### config.mk
export PLATFORM = sky130hd
export DESIGN_NAME = s2p_arbiter_flat
export DESIGN_NICKNAME = d
export VERILOG_FILES = /design/src/rtl/s2p_arb_pkg.sv /design/src/rtl/s2p_arbiter_if.sv /design/src/rtl/s2p_arbiter_rr_pick.sv /design/src/rtl/s2p_arbiter.sv /design/src/flat_wrapper.sv
export SDC_FILE = /design/constraint.sdc
export NUM_CORES = 1
export LEC_CHECK = 0
export ABC_AREA = 1
export BUFFER_PORTS_ARGS = -buffer_cell sky130_fd_sc_hd__clkbuf_2
export CAP_MARGIN = 10
export CORE_UTILIZATION = 30
export DETAILED_ROUTE_END_ITERATION = 8
export PLACE_DENSITY = 0.54
export SLEW_MARGIN = 20
export SYNTH_ARGS = -nofsm -noshare
export SYNTH_HDL_FRONTEND = slang
export SYNTH_SLANG_ARGS = --single-unit
### constraint.sdc
create_clock -name clk -period 1.8 [get_ports clk]
set_input_delay 0.09 -clock clk [delete_from_list [all_inputs] [get_ports clk]]
set_output_delay 0.09 -clock clk [all_outputs]
set_load 0.01 [all_outputs]
### src/rtl/s2p_arb_pkg.sv
// Shared types and width helper for the s2p_arbiter frame sequencer.
package s2p_arb_pkg;

  typedef enum logic {
    IDLE = 1'b0,
    BUSY = 1'b1
  } state_e;

  // Width of an index/counter covering 0..n-1, never narrower than one bit.
  function automatic int cnt_w(input int n);
    return (n <= 2) ? 1 : $clog2(n);
  endfunction

endpackage

### src/rtl/s2p_arbiter_if.sv
// Requester and converter-side signal bundle of the s2p_arbiter.
// master: the arbiter itself; slave: requesters plus deserializer.
interface s2p_arbiter_if
  import s2p_arb_pkg::*;
#(
  parameter int N_REQ = 4,
  parameter int IDW   = cnt_w(N_REQ)
);

  logic [N_REQ-1:0] req_i;
  logic [N_REQ-1:0] valid_i;
  logic [N_REQ-1:0] data_i;
  logic [N_REQ-1:0] ready_o;
  logic [N_REQ-1:0] gnt_o;
  logic [IDW-1:0]   owner_o;
  logic             busy_o;
  logic             ser_valid_o;
  logic             ser_data_o;
  logic             ser_ready_i;
  logic             frame_done_o;
  logic             frame_abort_o;
  logic             ser_flush_o;

  modport master (
    input  req_i, valid_i, data_i, ser_ready_i,
    output ready_o, gnt_o, owner_o, busy_o, ser_valid_o, ser_data_o,
           frame_done_o, frame_abort_o, ser_flush_o
  );

  modport slave (
    output req_i, valid_i, data_i, ser_ready_i,
    input  ready_o, gnt_o, owner_o, busy_o, ser_valid_o, ser_data_o,
           frame_done_o, frame_abort_o, ser_flush_o
  );

endinterface

### src/rtl/s2p_arbiter_rr_pick.sv
// Combinational round-robin selector: first requester cyclically after last_ptr.
module rr_pick
  import s2p_arb_pkg::*;
#(
  parameter int N_REQ = 4,
  parameter int IDW   = cnt_w(N_REQ)
) (
  input  logic [N_REQ-1:0] req,
  input  logic [IDW-1:0]   last_ptr,
  output logic             any,
  output logic [IDW-1:0]   idx
);

  // Scan from farthest to nearest so the nearest requester after last_ptr wins.
  always_comb begin
    any = 1'b0;
    idx = '0;
    for (int k = N_REQ; k >= 1; k--) begin
      if (req[(int'(last_ptr) + k) % N_REQ]) begin
        any = 1'b1;
        idx = IDW'((int'(last_ptr) + k) % N_REQ);
      end
    end
  end

endmodule

### src/rtl/s2p_arbiter.sv
// Round-robin arbiter sharing one serial-to-parallel converter among N_REQ
// serial sources, one FRAME_LEN-bit frame per grant.
// Optional macro S2P_ARB_TIMEOUT_EN: abort a frame after TIMEOUT cycles in
// which the converter is ready but the owner presents no bit.
module s2p_arbiter
  import s2p_arb_pkg::*;
#(
  parameter int N_REQ     = 4,
  parameter int FRAME_LEN = 6,
  parameter int TIMEOUT   = 16
) (
  input logic         clk,
  input logic         rst,
  s2p_arbiter_if.master bus
);

  localparam int IDW = cnt_w(N_REQ);
  localparam int CW  = cnt_w(FRAME_LEN);

  state_e           state_q, state_d;
  logic [CW-1:0]    cnt_q, cnt_d;
  logic [IDW-1:0]   last_ptr_q, last_ptr_d;
  logic [IDW-1:0]   owner_q, owner_d;
  logic [N_REQ-1:0] gnt_q, gnt_d;
  logic             done_q, done_d;
  logic             pick_any;
  logic [IDW-1:0]   pick_idx;
  logic             busy;
  logic             ser_valid;
  logic             beat;

`ifdef S2P_ARB_TIMEOUT_EN
  localparam int SW = cnt_w(TIMEOUT);
  logic [SW-1:0]    stall_q, stall_d;
  logic             abort_q, abort_d;
`else
  logic             unused_timeout_cfg;
  assign unused_timeout_cfg = (TIMEOUT > 0);
`endif

  rr_pick #(.N_REQ(N_REQ), .IDW(IDW)) u_pick (
    .req      (bus.req_i),
    .last_ptr (last_ptr_q),
    .any      (pick_any),
    .idx      (pick_idx)
  );

  assign busy      = (state_q == BUSY);
  assign ser_valid = busy & bus.valid_i[owner_q];
  assign beat      = ser_valid & bus.ser_ready_i;

  assign bus.busy_o       = busy;
  assign bus.gnt_o        = gnt_q;
  assign bus.owner_o      = owner_q;
  assign bus.ready_o      = gnt_q & {N_REQ{bus.ser_ready_i}};
  assign bus.ser_valid_o  = ser_valid;
  assign bus.ser_data_o   = bus.data_i[owner_q];
  assign bus.frame_done_o = done_q;
`ifdef S2P_ARB_TIMEOUT_EN
  assign bus.frame_abort_o = abort_q;
  assign bus.ser_flush_o   = abort_q;
`else
  assign bus.frame_abort_o = 1'b0;
  assign bus.ser_flush_o   = 1'b0;
`endif

  // Next-state: grant from IDLE, count beats in BUSY, release after the last beat.
  always_comb begin
    state_d    = state_q;
    cnt_d      = cnt_q;
    last_ptr_d = last_ptr_q;
    owner_d    = owner_q;
    gnt_d      = gnt_q;
    done_d     = 1'b0;
`ifdef S2P_ARB_TIMEOUT_EN
    stall_d    = stall_q;
    abort_d    = 1'b0;
`endif
    case (state_q)
      IDLE: begin
        if (pick_any) begin
          state_d = BUSY;
          gnt_d   = {{(N_REQ-1){1'b0}}, 1'b1} << pick_idx;
          owner_d = pick_idx;
          cnt_d   = '0;
`ifdef S2P_ARB_TIMEOUT_EN
          stall_d = '0;
`endif
        end
      end
      BUSY: begin
        if (beat) begin
`ifdef S2P_ARB_TIMEOUT_EN
          stall_d = '0;
`endif
          if (cnt_q == CW'(FRAME_LEN - 1)) begin
            state_d    = IDLE;
            gnt_d      = '0;
            last_ptr_d = owner_q;
            done_d     = 1'b1;
          end else begin
            cnt_d = cnt_q + 1'b1;
          end
        end
`ifdef S2P_ARB_TIMEOUT_EN
        else if (bus.ser_ready_i) begin
          // Converter ready but owner silent: a requester stall.
          if (stall_q == SW'(TIMEOUT - 1)) begin
            state_d    = IDLE;
            gnt_d      = '0;
            last_ptr_d = owner_q;
            abort_d    = 1'b1;
            stall_d    = '0;
          end else begin
            stall_d = stall_q + 1'b1;
          end
        end
`endif
      end
      default: state_d = IDLE;
    endcase
  end

  // State register; last_ptr resets to N_REQ-1 so requester 0 wins first.
  always_ff @(posedge clk) begin
    if (rst) begin
      state_q    <= IDLE;
      cnt_q      <= '0;
      last_ptr_q <= IDW'(N_REQ - 1);
      owner_q    <= '0;
      gnt_q      <= '0;
      done_q     <= 1'b0;
`ifdef S2P_ARB_TIMEOUT_EN
      stall_q    <= '0;
      abort_q    <= 1'b0;
`endif
    end else begin
      state_q    <= state_d;
      cnt_q      <= cnt_d;
      last_ptr_q <= last_ptr_d;
      owner_q    <= owner_d;
      gnt_q      <= gnt_d;
      done_q     <= done_d;
`ifdef S2P_ARB_TIMEOUT_EN
      stall_q    <= stall_d;
      abort_q    <= abort_d;
`endif
    end
  end

endmodule

### src/flat_wrapper.sv
// flat-port wrapper written by rule: the top's interface ports become plain ports
module s2p_arbiter_flat import s2p_arb_pkg::*;
#(
  parameter int N_REQ     = 4,
  parameter int FRAME_LEN = 6,
  parameter int TIMEOUT   = 16
)
  (clk, rst, bus_req_i, bus_valid_i, bus_data_i, bus_ser_ready_i, bus_ready_o, bus_gnt_o, bus_owner_o, bus_busy_o, bus_ser_valid_o, bus_ser_data_o, bus_frame_done_o, bus_frame_abort_o, bus_ser_flush_o);
  s2p_arbiter_if #(.N_REQ(N_REQ)) bus_i ();
  input logic clk;
  input logic rst;
  input wire logic [$bits(bus_i.req_i)-1:0] bus_req_i;
  input wire logic [$bits(bus_i.valid_i)-1:0] bus_valid_i;
  input wire logic [$bits(bus_i.data_i)-1:0] bus_data_i;
  input wire logic [$bits(bus_i.ser_ready_i)-1:0] bus_ser_ready_i;
  output wire logic [$bits(bus_i.ready_o)-1:0] bus_ready_o;
  output wire logic [$bits(bus_i.gnt_o)-1:0] bus_gnt_o;
  output wire logic [$bits(bus_i.owner_o)-1:0] bus_owner_o;
  output wire logic [$bits(bus_i.busy_o)-1:0] bus_busy_o;
  output wire logic [$bits(bus_i.ser_valid_o)-1:0] bus_ser_valid_o;
  output wire logic [$bits(bus_i.ser_data_o)-1:0] bus_ser_data_o;
  output wire logic [$bits(bus_i.frame_done_o)-1:0] bus_frame_done_o;
  output wire logic [$bits(bus_i.frame_abort_o)-1:0] bus_frame_abort_o;
  output wire logic [$bits(bus_i.ser_flush_o)-1:0] bus_ser_flush_o;
  assign bus_i.req_i = bus_req_i;
  assign bus_i.valid_i = bus_valid_i;
  assign bus_i.data_i = bus_data_i;
  assign bus_i.ser_ready_i = bus_ser_ready_i;
  assign bus_ready_o = bus_i.ready_o;
  assign bus_gnt_o = bus_i.gnt_o;
  assign bus_owner_o = bus_i.owner_o;
  assign bus_busy_o = bus_i.busy_o;
  assign bus_ser_valid_o = bus_i.ser_valid_o;
  assign bus_ser_data_o = bus_i.ser_data_o;
  assign bus_frame_done_o = bus_i.frame_done_o;
  assign bus_frame_abort_o = bus_i.frame_abort_o;
  assign bus_ser_flush_o = bus_i.ser_flush_o;
  s2p_arbiter #(.N_REQ(N_REQ), .FRAME_LEN(FRAME_LEN), .TIMEOUT(TIMEOUT)) u_core (.clk(clk), .rst(rst), .bus(bus_i));
endmodule
## Word level (Yosys, flattened, before mapping)

Index checks and enable logic that the tools add are counted.

| operators by class | value |
|---|---|
| bitwise gates (word level) | 9 |
| mux-type cells | 37 |
| add/sub/neg operators | 5 |
| magnitude comparators | 5 |
| shift-type cells | 1 |
| reduce and logical (&&, ||, !) cells | 9 |
| equality and inequality tests | 5 |

Operators by type and width:

| operator | number |
|---|---|
| 1-bit two-way mux | 18 |
| 3-bit by 4-bit less-than comparator with 1-bit output, second input constant | 4 |
| 1-bit binary-select mux with 2-bit select | 6 |
| 4-bit two-way mux | 3 |
| 3-bit two-way mux | 3 |
| 3-bit AND reduction | 3 |
| 2-bit two-way mux | 4 |
| 4-bit one-hot mux with 2 select lines | 1 |
| 2-bit OR reduction | 4 |
| 2-bit inequality test, second input constant | 3 |
| 3-bit one-hot mux with 2 select lines | 1 |
| 2-bit by 1-bit adder with 2-bit output, second input constant | 2 |
| 2-bit adder, second input constant | 2 |
| 1-bit AND, first input constant | 4 |
| 4-bit AND | 1 |
| 1-bit by 2-bit left shift with 4-bit output, first input constant | 1 |
| 3-bit by 1-bit adder with 3-bit output, second input constant | 1 |
| 3-bit == test, second input constant | 1 |
| 2-bit by 3-bit less-than comparator with 1-bit output, second input constant | 1 |
| 3-bit OR reduction | 1 |
| 1-bit AND | 2 |
| 2-bit by 1-bit inequality test with 1-bit output, second input constant | 1 |
| 1-bit inverter | 2 |
| 1-bit one-hot mux with 2 select lines | 1 |
| 2-bit AND reduction | 1 |

| storage, ports and cells | value |
|---|---|
| register bits | 13 |
| input bits | 15 |
| logic and storage cells | 77 |

## Longest topological paths before layout

Gate-level depths: netlist of run 1.

| depth | value |
|---|---|
| word-level depth | 13 |
| mapped depth | 12 |
| gate-level depth less buffers | 11 |

## By module

From an unflattened synthesis of run 1, not the netlist that was laid out.

| second synthesis, totals | value |
|---|---|
| cell total of the unflattened synthesis | 159 |
| area, all modules | 984.7 um2 |

By module, submodules not included:

| module | cells each | seq. area each (um2) | times used | area an instance (um2) |
|---|---|---|---|---|
| s2p_arbiter | 108 | 260.2 | 1 | 738.2 |
| rr_pick | 51 | 0.0 | 1 | 246.5 |

## Least setup slack after synthesis of run 1

OpenSTA, ideal clock, no wires.

| timing | value |
|---|---|
| kind | flip-flop to flip-flop |
| start | register u_core.owner_q[0], in the netlist u_core.bus.owner_o[0] |
| end | register u_core.state_q, in the netlist u_core.bus.busy_o |
| slack | 483 ps |
| arrival | 1,178 ps |
| setup time | 140 ps |
| cell stages (with the launch flop) | 10 |
| path buffers | 0 |
| data required time | 1,660 ps |
| path through | dfxtp_1 > nor2_1 > nor2_1 > o21ai_0 > nand2_1 > nand3_2 > nor2_2 > inv_1 > nand2_1 > a21oi_1 |

| on the way | value |
|---|---|
| longest elaborated chain between the ends | 6 |

Ends and longest elaborated chain:

| item | RTL line | source |
|---|---|---|
| start: declaration | s2p_arbiter.sv:23 | `logic [IDW-1:0] owner_q, owner_d;` |
| start signal: assignment | s2p_arbiter.sv:141 | `owner_q <= owner_d;` |
| 1-bit binary-select mux with 2-bit select | s2p_arbiter.sv:49 | `assign ser_valid = busy & bus.valid_i[owner_q];` |
| 1-bit two-way mux (implied by the code) | s2p_arbiter.sv:49 |  |
| 1-bit AND | s2p_arbiter.sv:49 |  |
| 1-bit AND | s2p_arbiter.sv:50 | `assign beat = ser_valid & bus.ser_ready_i;` |
| 1-bit two-way mux | s2p_arbiter.sv:92 | `if (beat) begin` |
| 1-bit one-hot mux with 2 select lines | s2p_arbiter.sv:79 | `case (state_q)` |
| end signal: assignment | s2p_arbiter.sv:138 | `state_q <= state_d;` |
| end: declaration | s2p_arbiter.sv:20 | `state_e state_q, state_d;` |

No other way between the ends. The select of a mux whose other input is x is not followed.
A chain may end at the register's enable or synchronous reset.

## Worst setup path after layout of run 1

| timing | value |
|---|---|
| start | register u_core.last_ptr_q[0] |
| end | register u_core.gnt_q[2], in the netlist u_core.bus.gnt_o[2] |

| on the way | value |
|---|---|
| longest elaborated chain between the ends | 11 |
| elaborated cells on any way between the ends | 29 |
| classes of those cells | 4 x add/sub; 1 x eq/ne; 1 x shift; 22 x mux; 1 x reduce/logical |

Ends and longest elaborated chain:

| item | RTL line | source |
|---|---|---|
| start: declaration | s2p_arbiter.sv:22 | `logic [IDW-1:0] last_ptr_q, last_ptr_d;` |
| start signal: assignment | s2p_arbiter.sv:129 | `last_ptr_q <= IDW'(N_REQ - 1);` |
| start signal: assignment | s2p_arbiter.sv:140 | `last_ptr_q <= last_ptr_d;` |
| 2-bit by 1-bit adder with 2-bit output | s2p_arbiter_rr_pick.sv:19, s2p_arbiter_rr_pick.sv:21 |  |
| 1-bit binary-select mux with 2-bit select | s2p_arbiter_rr_pick.sv:19 | `if (req[(int'(last_ptr) + k) % N_REQ]) begin` |
| 1-bit two-way mux (implied by the code) (2 in a row) | s2p_arbiter_rr_pick.sv:19 |  |
| 2-bit two-way mux (4 in a row) | s2p_arbiter_rr_pick.sv:19 |  |
| 1-bit by 2-bit left shift with 4-bit output | s2p_arbiter.sv:83 | `gnt_d = {{(N_REQ-1){1'b0}}, 1'b1} << pick_idx;` |
| 4-bit two-way mux | s2p_arbiter.sv:81 | `if (pick_any) begin` |
| 4-bit one-hot mux with 2 select lines | s2p_arbiter.sv:79 |  |
| end signal: assignment | s2p_arbiter.sv:142 | `gnt_q <= gnt_d;` |
| end: declaration | s2p_arbiter.sv:24 | `logic [N_REQ-1:0] gnt_q, gnt_d;` |

Parallel ways exist; a longest one is shown, timed or not. The select of a mux whose other input is x is not followed.

==> summary.md, run 1 <==
| Metric | Value |
|---|---|
| Num CTS Buffers | `3` |
| GRT Residual Overflow | `0` |
| Switch share | `0.329` |
| GR Util All Layers | `0.140` |
| Row cnt | `20` |
| Startpoint Class | `register` |
| ANT cells | `0` |
| Clock Skew | `0.00432 ns` |
| Clk sinks | `13` |
| Met3 usage | `0.0284` |
| Max frequency | `629 MHz` |
| # Max-Cap Violations | `0` |
| Via Count | `982` |
| Initial antenna violation count | `0` |
| Fin crit share | `0.883` |
| CP peak stage delay | `0.59 ns` |
| Drt wl/cell | `9.50 microns` |
| Bufs and invs on worst path | `1` |
| H-Tree Depth | `1` |
| Layout cells sized above 1 | `0.311` |
| Main synth FF type | `dfxtp_1` |
| Slew Limit Fails | `0` |
| Crit path max fanout | `9` |
| Syn Std Cell Area | `980 sq um` |
| # hold bufs at CTS | `0` |
| Nets@finish | `198` |
| Placed insts | `220` |
| Cell chain of the critical path | `nand2_1 > nand2_1 > nand2_1 > inv_2 > nand2_2 > nand2_4 > nand2_4 > nand2_4 > nand2_1 > a21oi_2` |
| Setup TNS | `0 ns` |
| Post-route ant nets | `0` |
| Worst Path Required | `2.02 ns` |
| Synth top area share | `0.266` |
| Peak supply drop | `0.242 mV` |
| Synth top cells by count | `nand2_1 (42), inv_1 (22), nand3_1 (16), dfxtp_1 (13), nor2_1 (10)` |
| Width of the chip | `59.1 microns` |
| TritonCTS clock tree | `built` |
| Max clock buf depth | `2` |
| Post-CTS Resized | `0` |
| Most frequent cell after synthesis | `nand2_1` |
| Worst-skew pair later-pin latency | `0.27 ns` |
| Post-CTS Setup Inserts | `0` |
| EDFF count, synth | `0` |
| Register area share after synthesis | `0.266` |
| Vias in the first global route | `882` |
| Detailed Routing Iterations Pass 1 | `4` |
| First-pass GRT wire length | `3.77 mm` |
| DRT iter0 DRCs | `30` |
| Gr busiest metal | `met2` |
| DRC viols | `0` |
| Share of total power in sequential cells | `0.469` |
| Min-delay worst type | `in -> reg` |
| Endpoints failing hold | `0` |
| Root buffer cell | `clkbuf_4` |
| Clk slew on worst S/H paths | `0.08 ns` |
| Slowest cell on the critical path | `dfxtp_1` |
| Pin count of the biggest net entering global routing | `13` |
| Status | `complete, no violations` |
| Global-route met1 utilization | `0.176` |
| Worst setup EP type | `register` |
| Placed Area | `1160 sq um` |
| IO Port Bufs | `28` |
| Synthesized instance count | `150` |
| Drt via density | `4.38` |
| Initial Util | `0.318` |
| Final Cell Area | `1180 sq um` |
| Yosys reg bits | `13` |
| Share of power burned in combinational logic | `0.262` |
| Internal | `455 uW` |
| Die H | `59.1 microns` |
| Final setup viols | `0` |
| Die Area | `3500 sq um` |
| Worst path top cell family by delay | `simple AND/OR/NAND/NOR gates` |
| Kind of critical path | `reg -> reg` |
| WL final | `2.13 mm` |
| Syn_area_per_cell | `6.53 sq um` |
| DP HPWL | `1.75 mm` |
| Post-Layout Cell Count | `224` |
| Clock power frac | `0.270` |
| Top cells by area, synth | `dfxtp_1 (27%), nand2_1 (16%), inv_1 (8.4%)` |
| Met2 usage | `0.242` |
| PwrDens | `574 nW/um^2` |
| FFs w/ async S/R, synth | `0` |
| Net Switching | `224 uW` |
| Post-synthesis cell type count | `25` |
| Synth area leader | `dfxtp_1` |
| GP Congestion | `0.753` |
| Hold_ws | `0.169 ns` |
| Static Leak | `0.000652 uW` |
| Tmin final | `1.59 ns` |
| CP most frequent cell | `nand2_1` |
| Yosys Warn Count | `0` |
| Area growth syn-to-layout | `20.7%` |
| Final Core Density | `0.384` |
| Crit path DAT | `1.80 ns` |
| RSZ-0062 raised after global routing | `false` |
| CORE AREA | `3080 sq um` |
| I/O pins | `31` |
[flip-flops by register name, indices dropped and copies added (netlist names)]
register,count
u_core.cnt_q,3
u_core.bus.gnt_o,4
u_core.last_ptr_q,2
u_core.bus.owner_o,2
u_core.bus.frame_done_o,1
u_core.bus.busy_o,1
[power groups by stage]
stage | combinational [uW] | clock, uW | sequential (uW)
after floorplan | 120 | 0 | 326
after global placement | 176 | 0 | 324
after detailed placement | 178 | 0 | 325
after CTS | 179 | 187 | 319
after global routing | 200 | 210 | 322
final | 177 | 183 | 318
[per-stage QoR]
stage	setup WS (ns)	total power [uW]
2_1_floorplan	0.483	446
3_5_place_dp	0.228	503
3_3_place_gp	0.250	500
5_1_grt	0.0260	732
4_1_cts	0.203	685
6_report	0.211	679
[cell usage in the layout, fill, tap and decap left out]
cell	instances
o22ai_1	1
clkbuf_1	1
nand2_8	1
nor2_4	1
nand2_4	5
dfxtp_1	13
o21ai_2	1
a211oi_1	1
nor2_1	10
inv_1	22
a21oi_2	6
nand2_1	42
nand2_2	4
inv_8	1
inv_2	2
clkbuf_4	3
ha_1	2
nand3_1	16
clkbuf_2	28
o21ai_0	7
conb_1	2
buf_4	1
nand3_2	1
xnor2_1	1
nor2_2	2
a21oi_1	6
[layout make-up]
class	instances	area (sq um)
clock buffer	4	26.3
fill	357	1900
inverter	25	101
multi-input combinational	109	592
sequential	13	260
tap	44	55.1
timing repair buffer	29	148
[final timing paths]
check,slack (ns),depth (start not counted),start,endpoint
hold reg to reg,0.49,2,u_core.cnt_q[1],u_core.cnt_q[1]
hold / removal,0.17,2,rst,u_core.bus.gnt_o[0]
setup reg to reg,0.21,10,u_core.last_ptr_q[0],u_core.bus.gnt_o[2]
setup / recovery,0.21,10,u_core.last_ptr_q[0],u_core.bus.gnt_o[2]
[metal layers]
layer	part of all wire	wire, microns
met1	0.48	1030
met2	0.47	997
met5	0	0
met4	0.011	23
met3	0.038	80
[cell families after synthesis]
kind of cell	synth area share
compound gates	0.143
xor+xnor	0.00894
fa+ha+maj	0.0255
buf+inv	0.134
flops	0.266
other cells	0.00383
simple gates	0.419
No activity file was read; power rests on OpenSTA's default activity.
==> inputs of run 2 (changes only) <==
- ABC_AREA: 1 -> default
- PLACE_DENSITY: 0.54 -> 0.56
==> run 2 against run 1 <==
  * Synthesized cell count is 41% lower
  * First-iteration DRC count decreased by 70%
  * Via count shrank 26%
  * Largest power group unchanged
  * Combinational power down 9.6%
  * Critical path depth is 5 lower
  * Sequential power hardly changed
  * Sequential share of layout area is 4.7 points higher
  * Wire length decreased by 20%
  * Non-clock buffer count is the same
  * Design area decreased by 18%
  * Worst hold slack better by 0.032 ns
  * Critical path type unchanged
  * Utilization increased by 0.88 points
==> summary.md, run 2 <==
| Metric | Value |
|---|---|
| Min-delay worst type | `in -> reg` |
| # Max-Cap Violations | `0` |
| Drt via density | `4.91` |
| CORE AREA | `2480 sq um` |
| Final Total Pwr | `663 uW` |
| Row cnt | `18` |
| DRT met1 WL | `797 microns` |
| I/O pins | `31` |
| Top cells by area, synth | `dfxtp_1 (33%), nor2_1 (6.7%), a21oi_1 (4.4%)` |
| Synthesized instance count | `88` |
| Crit path max fanout | `6` |
| DP HPWL | `1.36 mm` |
| Nets@finish | `136` |
| Syn Std Cell Area | `788 sq um` |
| Synth top cells by count | `nor2_1 (14), dfxtp_1 (13), a21oi_1 (7), nor3_1 (5)` |
| Yosys reg bits | `13` |
| Max clock buf depth | `2` |
| Width of the chip | `53.3 microns` |
| Clock Skew | `0.00223 ns` |
| GP Congestion | `0.705` |
| Clk sinks | `13` |
| Register area share after synthesis | `0.330` |
| Tmin final | `1.61 ns` |
| Yosys Warn Count | `0` |
| Fin crit share | `0.895` |
| RSZ-0062 raised after global routing | `false` |
| Setup TNS | `0 ns` |
| Max frequency | `621 MHz` |
| IO Port Bufs | `28` |
| Status | `complete, no violations` |
| Most frequent cells in the layout | `clkbuf_2 (28), nor2_1 (14), dfxtp_1 (13)` |
| Vias in the first global route | `615` |
| Commonest non-fill, non-tap cell in the layout | `clkbuf_2` |
| Initial Util | `0.318` |
| Post-synthesis cell type count | `36` |
| Num CTS Buffers | `3` |
| Main synth FF type | `dfxtp_1` |
| # hold bufs at CTS | `0` |
| Most frequent cell after synthesis | `nor2_1` |
| Kind of critical path | `reg -> reg` |
| Root buffer cell | `clkbuf_4` |
| Synth top area share | `0.330` |
| Static Leak | `0.000421 uW` |
| Detailed Routing Iterations Pass 1 | `4` |
| ANT cells | `0` |
| Post-route ant nets | `0` |
| Top sig layer | `met4` |
| Clk slew on worst S/H paths | `0.08 ns` |
| Die Area | `2840 sq um` |
| Synth area leader | `dfxtp_1` |
| DRC viols | `0` |
| GRT Residual Overflow | `0` |
| Worst-skew pair later-pin latency | `0.28 ns` |
| Post-CTS Resized | `0` |
| GR Util All Layers | `0.131` |
| Post-CTS Setup Inserts | `0` |
| Via Count | `727` |
| Syn_area_per_cell | `8.96 sq um` |
| Area growth syn-to-layout | `23.5%` |
| PwrDens | `681 nW/um^2` |
| Met2 Routed Length | `772 microns` |
| Initial antenna violation count | `0` |
| EDFF count, synth | `0` |
| Drt wl/cell | `11.5 microns` |
| Wire length on met3 | `97 microns` |
| FFs w/ async S/R, synth | `0` |
| Peak supply drop | `0.272 mV` |
| Layout cells sized above 1 | `0.347` |
| First-pass GRT wire length | `2.68 mm` |
| H-Tree Depth | `1` |
| WL final | `1.70 mm` |
| Final setup viols | `0` |
| Worst setup EP type | `register` |
| Die H | `53.3 microns` |
| Endpoints failing hold | `0` |
| TritonCTS clock tree | `built` |
| Worst Path Required | `1.96 ns` |
| Crit path DAT | `1.77 ns` |
| Slew Limit Fails | `0` |
| DRT iter0 DRCs | `9` |
| Max reg flops | `4` |
| Pin count of the biggest net entering global routing | `17` |
| Startpoint Class | `register` |
## run 2: cells by family (layout without fill, tap and decap cells)
group	Yosys count	after routing	synth area share
and+or+nand+nor	37	37	0.241
DFF	13	13	0.330
buffers and inverters	6	35	0.0476
muxes	4	4	0.0873
other	1	2	0.00476
xor gates and xnor gates	1	1	0.0111
AOI/OAI and AO/OA	24	24	0.246
adders and majority gates	2	2	0.0317
## run 2: area by class of cell
type	instances	area [sq um]
sequential	13	260
fill	272	1500
clock buffer	4	26.3
inverter	2	7.51
timing repair buffer	29	148
tap	30	37.5
multi-input combinational	70	494
## run 2: worst paths after layout
kind / from / end / slack, ns / cells past startpoint
max: u_core.bus.owner_o[0] / u_core.cnt_q[0] / 0.19 / 5
min: rst / u_core.bus.gnt_o[3] / 0.20 / 2
max reg2reg: u_core.bus.owner_o[0] / u_core.cnt_q[0] / 0.19 / 5
min reg2reg: u_core.bus.gnt_o[1] / u_core.bus.gnt_o[1] / 0.47 / 2
## run 2: critical path, stage by stage (launching register included)
cell	delay, ns
dfxtp_1	0.53
mux2i_2	0.33
o22ai_4	0.13
o22ai_2	0.24
mux2i_1	0.21
nor2_1	0.05
## run 2: routing by layer
layer | GRT usage | vias up
met5 | 0 | -
li1 | - | 373
met3 | 0.0201 | 4
met4 | 0.0658 | 0
met1 | 0.159 | 327
met2 | 0.219 | 23
## run 2: stage by stage
stage | worst slack, ns | hold slack, ns | std cells | utilization | instance area (sq um)
3_5_place_dp | 0.183 | 0.462 | 144 | 0.382 | 947
2_1_floorplan | 0.326 | 0.190 | 89 | - | 792
3_3_place_gp | 0.257 | 0.455 | 144 | 0.382 | 947
4_1_cts | 0.179 | 0.206 | 148 | 0.393 | 973
6_report | 0.189 | 0.201 | 148 | 0.393 | 973
5_1_grt | 0.0880 | 0.233 | 148 | 0.393 | 973
## run 2: where the power goes
part / switching, uW / internal (uW)
Clock: 97.7 / 86.0
Combinational: 86.8 / 72.8
Sequential: 18.6 / 301
==> inputs of run 3 (changes only) <==
- PLACE_DENSITY: 0.56 -> default
- PLACE_DENSITY_LB_ADDON: default -> 0.08
==> run 3 against run 2 <==
  * Register-to-register slack lost 0.04 ns
  * Wire length up 9.1%
  * Utilization fell by 0.30 points
  * Maximum frequency down 2.1%
  * Design area shrank 0.77%
  * Critical endpoint unchanged
==> summary.md, run 3 (synthesis gave the netlist of run 2 again) <==
| Metric | Value |
|---|---|
| Status | `complete, no violations` |
| Initial Util | `0.318` |
| Endpoints failing hold | `0` |
| Bufs and invs on worst path | `0` |
| Area growth syn-to-layout | `22.5%` |
| Multi-input logic area | `494 sq um` |
| # Max-Cap Violations | `0` |
| Final setup viols | `0` |
| DP HPWL | `1.43 mm` |
| Crit path DAT | `1.81 ns` |
| WL final | `1.85 mm` |
| Slowest cell on the critical path | `dfxtp_1` |
| Static Leak | `0.000416 uW` |
| Share of total power in sequential cells | `0.482` |
| Flop-to-flop setup slack | `0.15 ns` |
| DRC viols | `0` |
| Fill cell count | `271` |
| RSZ-0062 raised after global routing | `false` |
| Cell chain of the critical path | `mux2i_2 > o22ai_4 > o22ai_2 > mux2i_1 > nor2_1` |
| Post-CTS Setup Inserts | `0` |
| Internal | `457 uW` |
| Kind of critical path | `reg -> reg` |
| Slew HR | `0.649` |
| TritonCTS clock tree | `built` |
| DRT iter0 DRCs | `12` |
| First-pass GRT wire length | `2.91 mm` |
| Post-route ant nets | `0` |
| Num CTS Buffers | `3` |
| Clock power frac | `0.278` |
| Worst path top cell family by delay | `multiplexers` |
| GP Congestion | `0.800` |
| Initial antenna violation count | `0` |
| Setup TNS | `0 ns` |
| Worst setup EP type | `register` |
| Pin count of the biggest net entering global routing | `17` |
| Max reg flops | `4` |
| Fin crit share | `0.915` |
| Detailed Routing Iterations Pass 1 | `4` |
| Clock Skew | `0.00300 ns` |
| Final Total Pwr | `664 uW` |
| Drt wl/cell | `12.6 microns` |
| Net Switching | `206 uW` |
| Switch share | `0.311` |
| Tmin final | `1.65 ns` |
| Row cnt | `18` |
| Worst-skew pair later-pin latency | `0.27 ns` |
| PwrDens | `687 nW/um^2` |
| CORE AREA | `2480 sq um` |
| Share of power burned in combinational logic | `0.240` |
| Via Count | `747` |
| ANT cells | `0` |
| Worst Path Required | `1.96 ns` |
| Max clock buf depth | `2` |
| Nets@finish | `135` |
| Root buffer cell | `clkbuf_4` |
| GRT Residual Overflow | `0` |
| Drt via density | `5.08` |
| Slew @ Worst Pin | `0.523 ns` |
| Startpoint Class | `register` |
| Slew Limit Fails | `0` |
| Die Area | `2840 sq um` |
| # hold bufs at CTS | `0` |
| Layout cells sized above 1 | `0.342` |
| Clk slew on worst S/H paths | `0.08 ns` |
| Peak supply drop | `0.462 mV` |
| GR Util All Layers | `0.146` |
| Register area | `260 sq um` |
| Post-CTS Resized | `0` |
| Crit path max fanout | `6` |
| I/O pins | `31` |
| Clk sinks | `13` |
| Die H | `53.3 microns` |
| Width of the chip | `53.3 microns` |
| Vias in the first global route | `656` |
| IO Port Bufs | `28` |
| Min-delay worst type | `in -> reg` |
| Most frequent cells in the layout | `clkbuf_2 (28), nor2_1 (14), dfxtp_1 (13)` |
| Commonest non-fill, non-tap cell in the layout | `clkbuf_2` |
| H-Tree Depth | `1` |
| CP peak stage delay | `0.53 ns` |
| Max frequency | `607 MHz` |
-- run 3: cell types whose count changed in the layout (fill, tap and decap cells not counted), sizes merged --
cell  change
buf       -1
-- run 3: layer usage --
layer / wire, microns / track usage / part of all wire / vias up
li1: - / - / - / 374
met1: 854 / 0.176 / 0.46 / 347
met2: 860 / 0.240 / 0.46 / 22
met3: 105 / 0.0546 / 0.057 / 4
met4: 30 / 0.0395 / 0.016 / 0
met5: 0 / 0 / 0 / -
-- run 3: metrics by stage --
| stage | std cells | setup slack (ns) | utilization | instance area (sq um) | hold WS (ns) |
|---|---|---|---|---|---|
| after floorplan | 89 | 0.326 | - | 792 | 0.190 |
| after global placement | 143 | 0.230 | 0.379 | 940 | 0.460 |
| after detailed placement | 143 | 0.157 | 0.379 | 940 | 0.463 |
| after CTS | 147 | 0.131 | 0.390 | 966 | 0.213 |
| after global routing | 147 | 0.0140 | 0.390 | 966 | 0.235 |
| final | 147 | 0.154 | 0.390 | 966 | 0.218 |
-- run 3: cell type report --
type,instances,share of cell area
multi-input combinational,70,0.512
sequential,13,0.269
tap,30,0.0389
clock buffer,4,0.0272
timing repair buffer,28,0.145
inverter,2,0.00777
-- run 3: final timing paths --
kind / start / to / depth (start not counted)
hold / removal: rst / u_core.bus.owner_o[0] / 2
hold reg to reg: u_core.bus.gnt_o[1] / u_core.bus.gnt_o[1] / 2
setup reg to reg: u_core.bus.owner_o[0] / u_core.cnt_q[0] / 5
setup / recovery: u_core.bus.owner_o[0] / u_core.cnt_q[0] / 5
-- run 3: worst register-to-register path, stage by stage (launching register included) --
cell     delay (ns)
dfxtp_1        0.53
mux2i_2        0.34
o22ai_4        0.14
o22ai_2        0.25
mux2i_1        0.22
nor2_1         0.05
-- run 3: power groups by stage --
stage / Sequential [uW] / Combinational [uW] / Clock (uW)
6_report: 320 / 159 / 185
5_1_grt: 323 / 177 / 213
4_1_cts: 320 / 160 / 195
3_5_place_dp: 327 / 159 / 0
3_3_place_gp: 327 / 159 / 0
2_1_floorplan: 324 / 111 / 0
